`config.mk`:
```
export PLATFORM = sky130hd
export DESIGN_NAME = uart_rx_cfg
export DESIGN_NICKNAME = d
export VERILOG_FILES = /design/src/rtl/uart_pkg.sv /design/src/rtl/uart_rx_sampler.sv /design/src/rtl/uart_rx_cfg.sv
export SDC_FILE = /design/constraint.sdc
export NUM_CORES = 1
export LEC_CHECK = 0
export ABC_CLOCK_PERIOD_IN_PS = 5060
export CORE_ASPECT_RATIO = 1.1
export CORE_MARGIN = 1
export CORE_UTILIZATION = 60
export DETAILED_ROUTE_END_ITERATION = 12
export GPL_TIMING_DRIVEN = 0
export PLACE_DENSITY = 0.8
export SETUP_SLACK_MARGIN = 0.3
export SYNTH_ARGS = -nofsm -noshare
export SYNTH_HDL_FRONTEND = slang
export SYNTH_HIERARCHICAL = 1
export SYNTH_SLANG_ARGS = --single-unit
```
`constraint.sdc`:
```
create_clock -name clock -period 5.06 [get_ports clock]
set_clock_uncertainty 0.1 [all_clocks]
set_input_delay 0.759 -clock clock [delete_from_list [all_inputs] [get_ports clock]]
set_output_delay 0.759 -clock clock [all_outputs]
set_load 0.005 [all_outputs]
```
`src/rtl/uart_pkg.sv`:
```
// Shared definitions for the configurable UART receiver: FSM state encoding,
// parity mode constants and the 2-of-3 majority vote used for bit decisions.
package uart_pkg;

  // Receiver FSM state encoding (fixed; other blocks may decode it).
  localparam logic [2:0] StIdle     = 3'd0;
  localparam logic [2:0] StStart    = 3'd1;
  localparam logic [2:0] StData     = 3'd2;
  localparam logic [2:0] StParity   = 3'd3;
  localparam logic [2:0] StStop     = 3'd4;
  localparam logic [2:0] StWaitHigh = 3'd5;

  // Parity modes for the PARITY parameter.
  localparam int unsigned PAR_NONE = 0;
  localparam int unsigned PAR_ODD  = 1;
  localparam int unsigned PAR_EVEN = 2;

  function automatic logic maj3(input logic a, input logic b, input logic c);
    return (a & b) | (a & c) | (b & c);
  endfunction

endpackage

```
`src/rtl/uart_rx_sampler.sv`:
```
// Bit-slot timer and 3-point sampler for the UART receiver.
// Ports:
//   clock, reset       - clock, synchronous active-high reset
//   lineIn             - synchronized serial line
//   countEn, countClr  - advance / clear the slot counter (clear wins)
//   bitValue           - majority of samples at M-1, M and M+1 (valid with midDone)
//   midDone            - strobe at count M+1, where the bit is decided
//   slotEnd            - strobe on the last count of the slot
module uart_rx_sampler
  import uart_pkg::*;
#(
  parameter int unsigned CLOCKS_POR_BIT = 5209
) (
  input  logic clock,
  input  logic reset,
  input  logic lineIn,
  input  logic countEn,
  input  logic countClr,
  output logic bitValue,
  output logic midDone,
  output logic slotEnd
);

  localparam int unsigned CntW = $clog2(CLOCKS_POR_BIT);
  localparam int unsigned Mid  = (CLOCKS_POR_BIT - 1) / 2;

  logic [CntW-1:0] cnt_q, cnt_d;
  logic            s0_q, s1_q;

  always_comb begin
    cnt_d = cnt_q;
    if (countClr) begin
      cnt_d = '0;
    end else if (countEn) begin
      cnt_d = (cnt_q == CntW'(CLOCKS_POR_BIT - 1)) ? '0 : cnt_q + 1'b1;
    end
  end

  always_ff @(posedge clock) begin
    if (reset) begin
      cnt_q <= '0;
      s0_q  <= 1'b1;
      s1_q  <= 1'b1;
    end else begin
      cnt_q <= cnt_d;
      if (cnt_q == CntW'(Mid - 1)) s0_q <= lineIn;
      if (cnt_q == CntW'(Mid))     s1_q <= lineIn;
    end
  end

  assign midDone  = (cnt_q == CntW'(Mid + 1));
  assign slotEnd  = (cnt_q == CntW'(CLOCKS_POR_BIT - 1));
  // Third sample is taken live on the decision cycle.
  assign bitValue = maj3(s0_q, s1_q, lineIn);

endmodule

```
`src/rtl/uart_rx_cfg.sv`:
```
// Configurable UART receiver: start/data/parity/stop framing with majority
// sampling, parity/framing/break detection and early stop-bit resync.
// Ports:
//   clock, reset   - clock, synchronous active-high reset
//   serialIn       - asynchronous serial input, idle high
//   dataOut        - last received word (LSB first on the wire)
//   dataValid      - one-cycle pulse per completed frame
//   parityError    - parity mismatch of last frame
//   framingError   - a stop bit of last frame sampled low
//   breakDetected  - last frame all zero, including parity and stop
//   rxBusy         - reception in progress (FSM not idle)
module uart_rx_cfg
  import uart_pkg::*;
#(
  parameter int unsigned CLOCKS_POR_BIT = 5209,
  parameter int unsigned DATA_BITS      = 8,
  parameter int unsigned PARITY         = 0,
  parameter int unsigned STOP_BITS      = 1
) (
  input  logic                 clock,
  input  logic                 reset,
  input  logic                 serialIn,
  output logic [DATA_BITS-1:0] dataOut,
  output logic                 dataValid,
  output logic                 parityError,
  output logic                 framingError,
  output logic                 breakDetected,
  output logic                 rxBusy
);

  localparam int unsigned BitCntW = $clog2(DATA_BITS + 1);

  logic                 sync1_q, sync2_q;
  logic [2:0]           state_q, state_d;
  logic [DATA_BITS-1:0] shift_q, shift_d;
  logic [BitCntW-1:0]   bit_cnt_q, bit_cnt_d;
  logic                 stop_cnt_q, stop_cnt_d;
  logic                 any_one_q, any_one_d;
  logic                 stop_low_q, stop_low_d;
  logic                 par_bad_q, par_bad_d;
  logic [DATA_BITS-1:0] data_q, data_d;
  logic                 perr_q, perr_d;
  logic                 ferr_q, ferr_d;
  logic                 brk_q, brk_d;
  logic                 valid_q, valid_d;
  logic                 busy_q;

  logic bit_value, mid_done, slot_end;
  logic cnt_en, cnt_clr;
  logic par_ok, last_stop;

  uart_rx_sampler #(
    .CLOCKS_POR_BIT(CLOCKS_POR_BIT)
  ) u_sampler (
    .clock   (clock),
    .reset   (reset),
    .lineIn  (sync2_q),
    .countEn (cnt_en),
    .countClr(cnt_clr),
    .bitValue(bit_value),
    .midDone (mid_done),
    .slotEnd (slot_end)
  );

  always_comb begin
    state_d    = state_q;
    shift_d    = shift_q;
    bit_cnt_d  = bit_cnt_q;
    stop_cnt_d = stop_cnt_q;
    any_one_d  = any_one_q;
    stop_low_d = stop_low_q;
    par_bad_d  = par_bad_q;
    data_d     = data_q;
    perr_d     = perr_q;
    ferr_d     = ferr_q;
    brk_d      = brk_q;
    valid_d    = 1'b0;
    cnt_en     = 1'b1;
    cnt_clr    = 1'b0;
    par_ok     = ((PARITY == PAR_EVEN) && (bit_value == ^shift_q)) ||
                 ((PARITY == PAR_ODD)  && (bit_value != ^shift_q));
    last_stop  = (stop_cnt_q == 1'(STOP_BITS - 1));

    case (state_q)
      StIdle: begin
        cnt_en  = 1'b0;
        cnt_clr = 1'b1;
        // The detection cycle itself is count 0 of the start slot.
        if (!sync2_q) begin
          cnt_en     = 1'b1;
          cnt_clr    = 1'b0;
          state_d    = StStart;
          bit_cnt_d  = '0;
          stop_cnt_d = 1'b0;
          any_one_d  = 1'b0;
          stop_low_d = 1'b0;
          par_bad_d  = 1'b0;
        end
      end
      StStart: begin
        if (mid_done && bit_value) begin
          state_d = StIdle;
          cnt_clr = 1'b1;
        end else if (slot_end) begin
          state_d = StData;
        end
      end
      StData: begin
        if (mid_done) begin
          shift_d   = {bit_value, shift_q[DATA_BITS-1:1]};
          bit_cnt_d = bit_cnt_q + 1'b1;
          any_one_d = any_one_q | bit_value;
        end
        if (slot_end && (bit_cnt_q == BitCntW'(DATA_BITS))) begin
          state_d = (PARITY != PAR_NONE) ? StParity : StStop;
        end
      end
      StParity: begin
        if (mid_done) begin
          par_bad_d = ~par_ok;
          any_one_d = any_one_q | bit_value;
        end
        if (slot_end) state_d = StStop;
      end
      StStop: begin
        if (mid_done) begin
          if (last_stop) begin
            // Decide at mid-slot so a back-to-back start edge is not missed.
            data_d  = shift_q;
            perr_d  = par_bad_q;
            ferr_d  = stop_low_q | ~bit_value;
            brk_d   = ~(any_one_q | bit_value);
            valid_d = 1'b1;
            cnt_clr = 1'b1;
            state_d = (stop_low_q | ~bit_value) ? StWaitHigh : StIdle;
          end else begin
            stop_low_d = stop_low_q | ~bit_value;
            any_one_d  = any_one_q | bit_value;
            stop_cnt_d = 1'b1;
          end
        end
      end
      StWaitHigh: begin
        cnt_clr = 1'b1;
        if (sync2_q) state_d = StIdle;
      end
      default: begin
        cnt_clr = 1'b1;
        state_d = StIdle;
      end
    endcase
  end

  always_ff @(posedge clock) begin
    if (reset) begin
      sync1_q    <= 1'b1;
      sync2_q    <= 1'b1;
      state_q    <= StIdle;
      shift_q    <= '0;
      bit_cnt_q  <= '0;
      stop_cnt_q <= 1'b0;
      any_one_q  <= 1'b0;
      stop_low_q <= 1'b0;
      par_bad_q  <= 1'b0;
      data_q     <= '0;
      perr_q     <= 1'b0;
      ferr_q     <= 1'b0;
      brk_q      <= 1'b0;
      valid_q    <= 1'b0;
      busy_q     <= 1'b0;
    end else begin
      sync1_q    <= serialIn;
      sync2_q    <= sync1_q;
      state_q    <= state_d;
      shift_q    <= shift_d;
      bit_cnt_q  <= bit_cnt_d;
      stop_cnt_q <= stop_cnt_d;
      any_one_q  <= any_one_d;
      stop_low_q <= stop_low_d;
      par_bad_q  <= par_bad_d;
      data_q     <= data_d;
      perr_q     <= perr_d;
      ferr_q     <= ferr_d;
      brk_q      <= brk_d;
      valid_q    <= valid_d;
      busy_q     <= (state_d != StIdle);
    end
  end

  assign dataOut       = data_q;
  assign dataValid     = valid_q;
  assign parityError   = perr_q;
  assign framingError  = ferr_q;
  assign breakDetected = brk_q;
  assign rxBusy        = busy_q;

endmodule

```
# Word level (Yosys, flattened, before mapping)
# Cells that the tools add are included.
op_classes:
  bitwise: 11
  order_cmp: 0
  div: 0
  n_reduce_logical: 18
  n_addsub: 2
  n_mux: 34
  n_mul: 0
  eq_ne: 16
  shift: 0
op_table:
  columns: ["cell", "count"]
  rows:
  - ["13-bit by 12-bit equality test with 1-bit output (second input constant)", 3]
  - ["3-bit 2-to-1 mux", 9]
  - ["3-bit case mux with 6 select lines", 1]
  - ["1-bit 2-to-1 mux", 15]
  - ["13-bit by 1-bit adder with 13-bit output (second input constant)", 1]
  - ["13-bit equality test (second input constant)", 1]
  - ["13-bit 2-to-1 mux", 1]
  - ["3-bit AND reduction", 4]
  - ["2-bit inequality test (second input constant)", 5]
  - ["4-bit 2-to-1 mux", 2]
  - ["4-bit case mux with 2 select lines", 1]
  - ["3-bit by 2-bit equality test with 1-bit output (second input constant)", 2]
  - ["3-bit equality test (second input constant)", 2]
  - ["1-bit case mux with 2 select lines", 3]
  - ["2-bit nonzero test", 3]
  - ["3-bit nonzero test", 2]
  - ["2-bit OR reduction", 3]
  - ["5-bit AND reduction", 1]
  - ["4-bit by 1-bit adder with 4-bit output (second input constant)", 1]
  - ["4-bit equality test (second input constant)", 1]
  - ["1-bit NOT", 4]
  - ["1-bit bitwise OR", 4]
  - ["1-bit case mux with 4 select lines", 1]
  - ["4-bit AND reduction", 1]
  - ["7 further kinds", 10]
word_totals:
  word_cells: 99
  romBits: 0
  mem_bits_rw: 0
  inputBits: 3
  mem_count: 0
  latchBits: 0
  reg_bits: 49

# Depth between registers and ports, before layout
logic_depth:
  depth_word: 10
  mapped_depth: 12
  depth_no_buf: 10

# Hierarchy
# Netlist, hierarchy kept.
by_module_without_submodules:
  columns: ["module", "area_per_inst_um2", "cells_per_inst", "instances"]
  rows:
  - ["uart_rx_cfg", 1408.9, 165, 1]
  - ["uart_rx_sampler", 818.3, 86, 1]

# Least setup slack after synthesis
# OpenSTA, ideal clock, no wires.
synth_timing:
  path_kind: "reg-to-reg"
  from: "register u_sampler.cnt_q[5]"
  to: "register u_sampler.cnt_q[0]"
  period_less_slack_ns: 2.126
  stages_incl_launch_ff: 12
  t_required_ns: 4.845
  n_path_buf: 2
  arrival_ns: 1.911
  slack_ns: 2.934
  path_cell_list: "dfxtp_1 > and4bb_2 > nand2_1 > nor3_1 > buf_12 > nand2_1 > nor2_1 > o21ai_0 > nand3_1 > a211o_1 > buf_6 > nor2_2"
synth_between:
  elab_chain_cells: 5
synth_lines:
  columns: ["item", "line_no", "source"]
  rows:
  - ["start, declared", "uart_rx_sampler.sv:27", "logic [CntW-1:0] cnt_q, cnt_d;"]
  - ["start signal, assigned", "uart_rx_sampler.sv:45", "cnt_q <= cnt_d;"]
  - ["13-bit by 12-bit equality test with 1-bit output *", "uart_rx_sampler.sv:51", "assign midDone = (cnt_q == CntW'(Mid + 1));"]
  - ["net mid_done", "uart_rx_cfg.sv:48", "logic bit_value, mid_done, slot_end;"]
  - ["1-bit logical AND", "uart_rx_cfg.sv:101", "if (mid_done && bit_value) begin"]
  - ["1-bit 2-to-1 mux", "uart_rx_cfg.sv:101", null]
  - ["1-bit case mux with 4 select lines *", "uart_rx_cfg.sv:84", "case (state_q)"]
  - ["net cnt_clr", "uart_rx_cfg.sv:49", "logic cnt_en, cnt_clr;"]
  - ["2-bit OR reduction (no line) *", null, null]
# Mark *: on every way through the listed nets, which the timed path passes. The rest lies on a longest branch.
# A chain may end at the register's enable or synchronous reset.

# Worst setup path in the final report
layout_timing:
  from: "register u_sampler.cnt_q[5]"
  to: "register u_sampler.cnt_q[11]"
# Same word-level chain as after synthesis.

==> impl_metrics.yaml <==
setup_path:
  critical_path_required_ps: 5230
  rr_startpoint: "u_sampler/cnt_q[5]$_SDFFE_PP0P_"
  slowest_stage: "sky130_fd_sc_hd__dfxtp_1"
  worst-path-max-fanout: 10
  worst_path_most_repeated_cell: "sky130_fd_sc_hd__nand2_1"
  criticalPathCategory: "flip-flop to flip-flop"
  path_cells: "and4bb_2 > nand2_1 > nor3_1 > buf_12 > nand2_1 > nor2_1 > o21ai_0 > nand3_1 > a211o_1 > buf_6 > nor2_2"
  timing.critical_path.from_type: "flip-flop"
  critical_path.startpoint: "u_sampler/cnt_q[5]$_SDFFE_PP0P_"
  endpoint_type_of_the_worst_setup_path: "flip-flop"
  critPathMaxStageDelay_ps: 490
  arrival_ps: 2630
cts:
  cts-root-to-sink-buffers: 2
  post_cts_resized: 0
  clock_root_cell: "sky130_fd_sc_hd__clkbuf_4"
  clock_sinks: 48
  insertion_delay_ps: 370
  numCtsBuffers: 5
  cts.htree.levels: 2
  clkTransAtPathRegs_ps: 130
  cts_tree: "done"
  hold_buffers: 0
  post_cts_buffers: 0
cells_and_area:
  synthToLayoutAreaGrowth_pct: 15.2
  filler_cell_count: 268
  post_route_cells_drive_above_1_share_pct: 15.0
  fin_nets: 281
  fin_util_pct: 74.5
  insertedDiodeCount: 0
grt:
  number_of_global_route_vias_before_repair: 1520
  track_usage_pct: 22.9
  pin_count_of_the_biggest_net_entering_global_routing: 16
  use_met1_pct: 29.0
  grt_antenna_before_repair: 0
  met2_usage_pct: 36.4
  grt-busiest-layer: "met2"
  grt.overflow.total: 0
  grt_pass1_wl_mm: 6.69
  grt_use_met3_pct: 4.70
detailed_routing:
  routed_wirelength_mm: 3.96
  via_per_inst: 5.25
  detail-route-antenna-nets: 0
  wl_per_cell_um: 12.3
  via_count: 1692
  initial_drt_pass_iterations: 4
  drt_iter0_markers: 49
  number_of_drc_violations_after_detailed_routing: 0
logic_synthesis:
  average_cell_area_after_synthesis_um2: 8.87
  yosysWarnings: 6
  synth_seq_cells: 48
  post_synth_instance_area_mm2: 0.00223
  post-synth-top-count-cell: "sky130_fd_sc_hd__dfxtp_1"
  synth_area_leader_cell: "sky130_fd_sc_hd__dfxtp_1"
  postSynth.asyncResetShare_pct: 0
  synthDominantCellAreaShare_pct: 43.1
  synth.top_cells.by_area: "sky130_fd_sc_hd__dfxtp_1 43%, sky130_fd_sc_hd__nand2_1 7.2%, sky130_fd_sc_hd__a21oi_1 5.4%"
  synth_edf_count: 0
  synth_fp_nets: 259
  synth-seq-area-share_pct: 43.1
  yosys_most_used_dff: "sky130_fd_sc_hd__dfxtp_1"
  synth.lib_cells_used.distinct: 47
  most_used_standard_cells_in_the_synthesized_netlist: "48 x sky130_fd_sc_hd__dfxtp_1, 43 x sky130_fd_sc_hd__nand2_1, 24 x sky130_fd_sc_hd__a21oi_1, 19 x sky130_fd_sc_hd__nor2_1, 12 x sky130_fd_sc_hd__xor2_1"
  netlist_instances: 251
pwr:
  pwr_density_cell_mw_per_mm2: 286
  leakage_nw: 0.889
  worst_ir_drop_vdd_mv: 0.298
timing:
  finalSetupViolCount: 0
  max_slew.worst_pin.slew_ps: 460
  setup_tns_ps: 0
  max_freq_ghz: 0.408
  period_share_pct: 48.5
  drv_slew: 0
  report.final.hold_viol_count: 0
  rsz0062_at_grt: "no"
  final.min_clock_period_ps: 2450
  worst_slew_margin_rel_pct: 69.3
die:
  die_height_um: 65.9
  effective_utilization_at_floorplan_pct: 64.7
  die-area_mm2: 0.00396
  core_mm2: 0.00344
  floorplan.io_pins: 16
  std_cell_rows: 22
  die_x_um: 60.1
placed_design:
  dpl.hpwl_mm: 2.81
  gp_congestion: 0.848
  buffer_ports.inserted: 15
flow_run:
  maxCapViolCount: 0
min_path:
  hold_path.startpoint: "sync1_q$_SDFF_PP1_"
  hold_class: "flip-flop to flip-flop"
status:
  outcome: "finished, final reports clean"
-- layer usage --
metal	wire (um)	vias to the layer above	part of all wire [%]
met5	0	-	0
met4	92	0	2.3
met3	119	9	3.0
met2	1820	25	46
met1	1920	762	49
li1	-	896	-
-- cell type report --
class / instances / area (um2) / share of cell area, %
repair buffers: 15 / 150 / 5.85
inverters: 9 / 33.8 / 1.32
clock buffers: 5 / 37.5 / 1.46
flip-flops and latches: 48 / 961 / 37.5
plain buffers: 16 / 138 / 5.37
well taps: 48 / 60.1 / 2.34
clock inverters: 3 / 90.1 / 3.51
multi-input cells: 178 / 1090 / 42.7
-- power breakdown --
part,switching [mW],internal (mW)
logic,0.0156,0.0121
clock network,0.122,0.203
registers,0.00148,0.380
total,0.139,0.595
-- worst paths after layout --
check	slack [ps]	cells after the start	endpoint
max	2610	11	u_sampler/cnt_q[11]$_SDFFE_PP0P_
min	340	1	sync2_q$_SDFF_PP1_
max reg2reg	2610	11	u_sampler/cnt_q[11]$_SDFFE_PP0P_
min reg2reg	340	1	sync2_q$_SDFF_PP1_
-- sequential cells by signal, indices dropped and copies added, names as in the netlist --
| signal | flops |
|---|---|
| dataValid | 1 |
| sync1_q | 1 |
| u_sampler/cnt_q | 13 |
| u_sampler/s1_q | 1 |
| state_q | 3 |
| framingError | 1 |
| u_sampler/s0_q | 1 |
| sync2_q | 1 |
| stop_low_q | 1 |
| any_one_q | 1 |
| parityError | 1 |
| dataOut | 8 |
| breakDetected | 1 |
| shift_q | 8 |
| bit_cnt_q | 4 |
| rxBusy | 1 |
| par_bad_q | 1 |
-- critical path: cells and delay by family (launching register included) --
kind	cells	cell delay (ps)
AND/OR/NAND/NOR	7	1090
flip-flops	1	490
buffers and inverters	2	370
AO/OA/AOI/OAI	2	300
-- cells in the final DEF, fill, tap and decap left out, types with 2 or more instances in the layout --
cell,netlist,layout
sky130_fd_sc_hd__a211o_1,2,2
sky130_fd_sc_hd__a21oi_1,24,24
sky130_fd_sc_hd__and3_1,2,2
sky130_fd_sc_hd__and4_1,3,3
sky130_fd_sc_hd__buf_12,2,2
sky130_fd_sc_hd__buf_2,4,4
sky130_fd_sc_hd__buf_6,4,4
sky130_fd_sc_hd__bufinv_16,0,3
sky130_fd_sc_hd__clkbuf_1,5,5
sky130_fd_sc_hd__clkbuf_4,0,5
sky130_fd_sc_hd__clkdlybuf4s50_1,0,15
sky130_fd_sc_hd__dfxtp_1,48,48
sky130_fd_sc_hd__ha_1,5,5
sky130_fd_sc_hd__inv_1,9,9
sky130_fd_sc_hd__mux2i_1,2,2
sky130_fd_sc_hd__nand2_1,43,43
sky130_fd_sc_hd__nand2b_1,2,2
sky130_fd_sc_hd__nand3_1,9,9
sky130_fd_sc_hd__nand4_1,9,9
sky130_fd_sc_hd__nand4bb_1,2,2
sky130_fd_sc_hd__nor2_1,19,19
sky130_fd_sc_hd__nor2_2,8,8
sky130_fd_sc_hd__nor2_4,3,3
sky130_fd_sc_hd__nor3_1,3,3
sky130_fd_sc_hd__nor4bb_1,2,2
sky130_fd_sc_hd__o21ai_0,4,4
sky130_fd_sc_hd__or2_2,2,2
sky130_fd_sc_hd__xnor2_1,2,2
sky130_fd_sc_hd__xor2_1,12,12
-- cell families (layout without fill, tap and decap cells) --
group,count (synthesis),in the layout,share of synthesized area (%)
AO/OA/AOI/OAI,37,37,10.6
XOR/XNOR,14,14,5.51
adder cells (fa/ha/maj),6,6,3.26
buffers and inverters,25,48,7.70
flip-flops,48,48,43.1
multiplexers,2,2,0.899
AND/OR/NAND/NOR,119,119,28.9
-- per-stage QoR --
stage	cell area (um2)	total power, mW	setup slack [ps]	instances	hold WS [ps]
after floorplan	2230	0.410	2930	251	289
after global placement	2440	0.417	2660	314	294
after detailed placement	2440	0.417	2650	314	315
after CTS	2560	0.739	2620	322	348
after global routing	2560	0.763	2480	322	375
final	2560	0.735	2610	322	341
Power figures use the tool's default switching activity.
